$ cat src/rtl/ascon_serial_host.sv
// ascon_serial_host: request/response wrapper around a bit-serial Ascon-128 core.
// Serialises key/nonce/AD/text/tag MSB first, starts the core, collects results LSB first.
//
// state | meaning
// IDLE  | waiting for a request (req_ready high)
// CRST  | one-cycle reset pulse to the core
// SHIFT | 128 cycles of serial operands to the core
// GAP   | one idle cycle before the start pulse
// START | one-cycle encrypt or decrypt start pulse
// WAIT  | waiting for the selected core ready, bounded by TIMEOUT
// CAPT  | sampling 128 result bits
// DONE  | result held until res_ready
module ascon_serial_host #(
  parameter int KEY_L   = 128,
  parameter int A_L     = 40,
  parameter int TEXT_L  = 40,
  parameter int TIMEOUT = 4096
) (
  input  logic              clk,
  input  logic              rst,
  input  logic              req_valid,
  output logic              req_ready,
  input  logic              req_mode,
  input  logic [KEY_L-1:0]  req_key,
  input  logic [127:0]      req_nonce,
  input  logic [A_L-1:0]    req_ad,
  input  logic [TEXT_L-1:0] req_text,
  input  logic [127:0]      req_tag,
  output logic              core_rst_o,
  output logic              key_o,
  output logic              nonce_o,
  output logic              assoc_o,
  output logic              pt_o,
  output logic              tag_o,
  output logic              en_start_o,
  output logic              dec_start_o,
  input  logic              ciphertext_i,
  input  logic              plaintext_i,
  input  logic              tag_i,
  input  logic              dectag_i,
  input  logic              en_ready_i,
  input  logic              de_ready_i,
  input  logic              msg_auth_i,
  output logic              res_valid,
  input  logic              res_ready,
  output logic [TEXT_L-1:0] res_text,
  output logic [127:0]      res_tag,
  output logic              res_auth,
  output logic              res_err
);

  // wide enough for both the 0..127 bit index and the WAIT timeout count
  localparam int CW = ($clog2(TIMEOUT) > 7) ? $clog2(TIMEOUT) : 7;

  typedef enum logic [2:0] {
    S_IDLE, S_CRST, S_SHIFT, S_GAP, S_START, S_WAIT, S_CAPT, S_DONE
  } state_t;

  state_t              r_state;
  state_t              w_state_nxt;
  logic [CW-1:0]       r_cnt;
  logic                r_mode;
  logic [KEY_L-1:0]    r_key;
  logic [127:0]        r_nonce;
  logic [A_L-1:0]      r_ad;
  logic [TEXT_L-1:0]   r_text;
  logic [127:0]        r_tag;
  logic [TEXT_L-1:0]   r_res_text;
  logic [127:0]        r_res_tag;
  logic                r_res_auth;
  logic                r_res_err;

  logic w_shift;
  logic w_rdy;
  logic w_cnt_last;
  logic w_cnt_to;
  logic w_txt_bit;
  logic w_tag_bit;

  assign w_shift    = (r_state == S_SHIFT);
  assign w_rdy      = r_mode ? de_ready_i : en_ready_i;
  assign w_cnt_last = (r_cnt == CW'(127));
  assign w_cnt_to   = (r_cnt == CW'(TIMEOUT - 1));
  assign w_txt_bit  = r_mode ? plaintext_i : ciphertext_i;
  assign w_tag_bit  = r_mode ? dectag_i : tag_i;

  always_comb begin
    w_state_nxt = r_state;
    case (r_state)
      S_IDLE:  if (req_valid) w_state_nxt = S_CRST;
      S_CRST:  w_state_nxt = S_SHIFT;
      S_SHIFT: if (w_cnt_last) w_state_nxt = S_GAP;
      S_GAP:   w_state_nxt = S_START;
      S_START: w_state_nxt = S_WAIT;
      S_WAIT: begin
        if (w_rdy)         w_state_nxt = S_CAPT;
        else if (w_cnt_to) w_state_nxt = S_DONE;
      end
      S_CAPT:  if (!w_rdy || w_cnt_last) w_state_nxt = S_DONE;
      S_DONE:  if (res_ready) w_state_nxt = S_IDLE;
      default: w_state_nxt = S_IDLE;
    endcase
  end

  always_ff @(posedge clk) begin
    if (rst) begin
      r_state    <= S_IDLE;
      r_cnt      <= '0;
      r_mode     <= 1'b0;
      r_key      <= '0;
      r_nonce    <= '0;
      r_ad       <= '0;
      r_text     <= '0;
      r_tag      <= '0;
      r_res_text <= '0;
      r_res_tag  <= '0;
      r_res_auth <= 1'b0;
      r_res_err  <= 1'b0;
    end else begin
      r_state <= w_state_nxt;
      case (r_state)
        S_IDLE: begin
          if (req_valid) begin
            r_mode     <= req_mode;
            r_key      <= req_key;
            r_nonce    <= req_nonce;
            r_ad       <= req_ad;
            r_text     <= req_text;
            r_tag      <= req_tag;
            r_res_text <= '0;
            r_res_tag  <= '0;
            r_res_auth <= 1'b0;
            r_res_err  <= 1'b0;
            r_cnt      <= '0;
          end
        end
        S_SHIFT: begin
          // zero fill makes AD and text read as 0 past their own length
          r_key   <= r_key << 1;
          r_nonce <= r_nonce << 1;
          r_ad    <= r_ad << 1;
          r_text  <= r_text << 1;
          r_tag   <= r_tag << 1;
          r_cnt   <= w_cnt_last ? '0 : r_cnt + CW'(1);
        end
        S_WAIT: begin
          if (w_rdy) begin
            r_res_auth <= r_mode & msg_auth_i;
            r_cnt      <= '0;
          end else begin
            r_cnt <= r_cnt + CW'(1);
            if (w_cnt_to) r_res_err <= 1'b1;
          end
        end
        S_CAPT: begin
          if (w_rdy) begin
            r_res_text <= r_res_text | (TEXT_L'(w_txt_bit) << r_cnt);
            r_res_tag  <= r_res_tag | (128'(w_tag_bit) << r_cnt);
            r_cnt      <= r_cnt + CW'(1);
          end else begin
            r_res_err <= 1'b1;
          end
        end
        default: ;
      endcase
    end
  end

  assign req_ready   = (r_state == S_IDLE);
  assign core_rst_o  = rst | (r_state == S_CRST);
  assign key_o       = w_shift & r_key[KEY_L-1];
  assign nonce_o     = w_shift & r_nonce[127];
  assign assoc_o     = w_shift & r_ad[A_L-1];
  assign pt_o        = w_shift & r_text[TEXT_L-1];
  assign tag_o       = w_shift & r_tag[127];
  assign en_start_o  = (r_state == S_START) & ~r_mode;
  assign dec_start_o = (r_state == S_START) & r_mode;
  assign res_valid   = (r_state == S_DONE);
  assign res_text    = r_res_text;
  assign res_tag     = r_res_tag;
  assign res_auth    = r_res_auth;
  assign res_err     = r_res_err;

endmodule

$ cat config.mk
export PLATFORM = sky130hd
export DESIGN_NAME = ascon_serial_host
export DESIGN_NICKNAME = d
export VERILOG_FILES = /design/src/rtl/ascon_serial_host.sv
export SDC_FILE = /design/constraint.sdc
export NUM_CORES = 2
export LEC_CHECK = 0
export ABC_CLOCK_PERIOD_IN_PS = 2400
export BUFFER_PORTS_ARGS = -buffer_cell sky130_fd_sc_hd__buf_2
export CAP_MARGIN = 15
export CORE_AREA = 4 4 254 256
export DETAILED_ROUTE_END_ITERATION = 8
export DIE_AREA = 0 0 258 260
export PLACE_DENSITY_LB_ADDON = 0.1
export SYNTH_ARGS = -nofsm -noshare
export SYNTH_HDL_FRONTEND = slang
export SYNTH_SLANG_ARGS = --single-unit
$ cat constraint.sdc
create_clock -name clk -period 2.4 [get_ports clk]
set_clock_uncertainty 0.1 [all_clocks]
set_input_delay 0.24 -clock clk [delete_from_list [all_inputs] [get_ports clk]]
set_output_delay 0.24 -clock clk [all_outputs]
set_load 0.01 [all_outputs]
==> impl_metrics.json <==
{
  "status": "finished, final reports clean",
  "cts.htree.levels": 3,
  "crit_path_max_fanout": 19,
  "fillCellCount": 5481,
  "start_kind": "flip-flop",
  "cts_setup_buffers": 0,
  "setup_viol_count_final": 0,
  "clk_pin_slew_worst_paths_ns": 0.07,
  "routabilityCongestion": 0.804,
  "yosys.area.top_type_share": 0.496,
  "drc": 0,
  "crit_slowest_cell": "dlygate4sd3_1",
  "tns_ns": 0,
  "antenna_found_initial": 20,
  "cpPeakStageDelay_ns": 0.57,
  "power_frac_seq": 0.408,
  "crit_chain": "buf_4 > or2_0 > nor2_4 > buf_12 > nor2_1 > a311oi_1 > dlygate4sd3_1",
  "grt_pass1_vias": 26600,
  "cts_made_buffers": 70,
  "vias": 27600,
  "crit_path_end_kind": "flip-flop",
  "synthFlopType": "dfxtp_1",
  "start_util": 0.420,
  "p_leak_nw": 16.1,
  "fmax_ghz": 0.440,
  "synth.cell_area_mm2": 0.0263,
  "worstPathRequired_ns": 2.84,
  "track_usage": 0.266,
  "clock_latency_ns": 0.60,
  "combPwrFrac": 0.266,
  "power_frac_clock": 0.326,
  "drtIter0Drc": 2653,
  "synth_most_common_cell": "nand2_1",
  "core-area_mm2": 0.0625,
  "area_delta_synth_final_pct": 43.6,
  "finalWirelength_mm": 93.0,
  "async_flop_share": 0,
  "die_w_um": 258,
  "final_nets": 4773,
  "grt_max_degree": 164,
  "synth_area_leaders": "dfxtp_1 50%, a311oi_1 15%, nand2_1 13%, nor2_1 9.4%, a21oi_1 3.4%",
  "antenna_left": 0,
  "ys_seq_area_frac": 0.496,
  "avgViaCountPerCell": 5.29,
  "synthTopCellsByCount": "936 x nand2_1, 658 x nor2_1, 650 x dfxtp_1, 459 x a311oi_1, 223 x clkbuf_1",
  "hold_violations": 0,
  "cts_root_buf": "clkbuf_16",
  "maxSlewViolCount": 0,
  "die-area_mm2": 0.0671,
  "wl_per_cell_um": 17.8,
  "cp.arrival_ns": 2.72,
  "drive_gt1_frac": 0.205,
  "p_sw_frac": 0.321,
  "synth.avg_cell_area_um2": 7.94,
  "cap_violations": 0,
  "cts_sinks": 650,
  "drtPass1Iterations": 8,
  "ys_ff_latch": 650,
  "boundaryPins": 656,
  "min_path_type": "in2reg",
  "ys_types": 51,
  "period_share": 0.947,
  "max-slew-margin-rel": 0.391,
  "worstSetupPathType": "reg2reg",
  "max-vdd-ir-drop_v": 0.000513,
  "row_count": 92,
  "rsz0062_at_grt": "no",
  "dp_hpwl_mm": 59.4,
  "layout_min_cycle_time_ns": 2.27,
  "intPower_mw": 23.0,
  "die_h_um": 260,
  "yosysWarnings": 0,
  "grt_pass1_wl_mm": 146,
  "p_per_area_mw_per_mm2": 897,
  "portBuffers": 655,
  "synth_area_leader_cell": "dfxtp_1",
  "grt_remaining_overflow": 0,
  "synth_cells": 3307,
  "p_switching_mw": 10.9,
  "tightest_slew_ns": 0.907,
  "cts_tree": "built",
  "clockBufferDepth": 3,
  "synth-edff-count": 0,
  "fin_total_pwr_mw": 33.8,
  "syn_nets": 3784
}
[worst max-delay path, delay by kind of cell (launching register included)]
kind	cells	cell delay, ns
compound gates	1	0.21
buf+inv	3	0.94
simple gates	3	0.59
flops	1	0.35
[cell type report]
class                      count  area, µm²  share of cell area
tap                          846       1060              0.0281
antenna                       23       57.6             0.00153
inverter                       2       7.51            0.000199
multi-input combinational   2353      12000               0.319
sequential                   650      13000               0.345
clock buffer                 101       2010              0.0533
timing repair buffer        1219       9200               0.244
clock inverter                21        325             0.00863
[logic make-up (layout without fill, tap and decap cells)]
family | after synthesis | count (layout) | synth area share
simple gates | 1683 | 1683 | 0.259
compound gates | 657 | 657 | 0.193
flops | 650 | 650 | 0.496
buf+inv | 304 | 1343 | 0.0480
xor+xnor | 8 | 8 | 0.00267
mux | 4 | 4 | 0.00162
fa+ha+maj | 1 | 1 | 0.000477
other cells | 0 | 23 | 0
[repair_timing]
action,4_1_cts,5_1_grt
resized for setup,0,4
hold buffers,471,0
setup endpoints to repair,0,1
hold endpoints to repair,469,0
[layout by cell type (no fill, tap or decap), drive strengths merged, types with 10 or more instances in the layout]
master       instances
clkbuf             101
nand2b              10
a311oi             459
and3                10
a21oi              180
nand3               13
nor2               658
clkinv              12
nand2              936
buf                748
nor3                23
dlygate4sd3        471
dfxtp              650
diode               23
[flip-flops by register name (all words and copies together) (netlist names)]
| register | flops |
|---|---|
| r_cnt | 12 |
| r_ad | 40 |
| res_auth | 1 |
| res_tag | 128 |
| res_text | 40 |
| r_state | 3 |
| res_err | 1 |
| r_key | 128 |
| r_nonce | 128 |
| r_mode | 1 |
| r_tag | 128 |
| r_text | 40 |
[final timing paths]
| kind | startpoint | end | slack (ns) | depth (start not counted) |
|---|---|---|---|---|
| setup reg to reg | r_state[2]$_SDFFE_PP0P_ | r_key[125]$_SDFFE_PP0P_ | 0.13 | 7 |
| setup / recovery | r_state[2]$_SDFFE_PP0P_ | r_key[125]$_SDFFE_PP0P_ | 0.13 | 7 |
| hold reg to reg | r_key[43]$_SDFFE_PP0P_ | r_key[44]$_SDFFE_PP0P_ | 0.36 | 2 |
| hold / removal | req_valid | r_state[0]$_SDFFE_PP0P_ | 0.05 | 5 |
[power by group through the flow]
stage | combinational, mW | sequential [mW] | clock [mW]
finish | 8.99 | 13.8 | 11.0
detailed placement | 8.29 | 14.0 | 0
CTS | 8.96 | 13.8 | 11.3
global route | 10.1 | 14.0 | 11.7
floorplan | 5.98 | 13.7 | 0
global placement | 8.24 | 14.0 | 0
[per-stage QoR]
step | cell area (µm²) | util | instances | setup WS [ns] | hold slack, ns
after detailed placement | 30600 | 0.489 | 4599 | 0.200 | 0.351
after global routing | 37700 | 0.603 | 5210 | 0.0356 | 0.0807
after floorplan | 26300 | - | 3307 | 0.297 | 0.276
after global placement | 30600 | 0.489 | 4599 | 0.267 | 0.343
after CTS | 37600 | 0.602 | 5192 | 0.0343 | 0.0261
final | 37700 | 0.603 | 5215 | 0.127 | 0.0516
[layer usage]
metal  routed length, µm  up-vias  track usage
li1                    -    13400            -
met3                6760      310       0.0700
met5                  27        -            0
met1               38200    12800        0.335
met2               43300     1003        0.423
met4                4760        4        0.131
No activity file was read; power rests on OpenSTA's default activity.
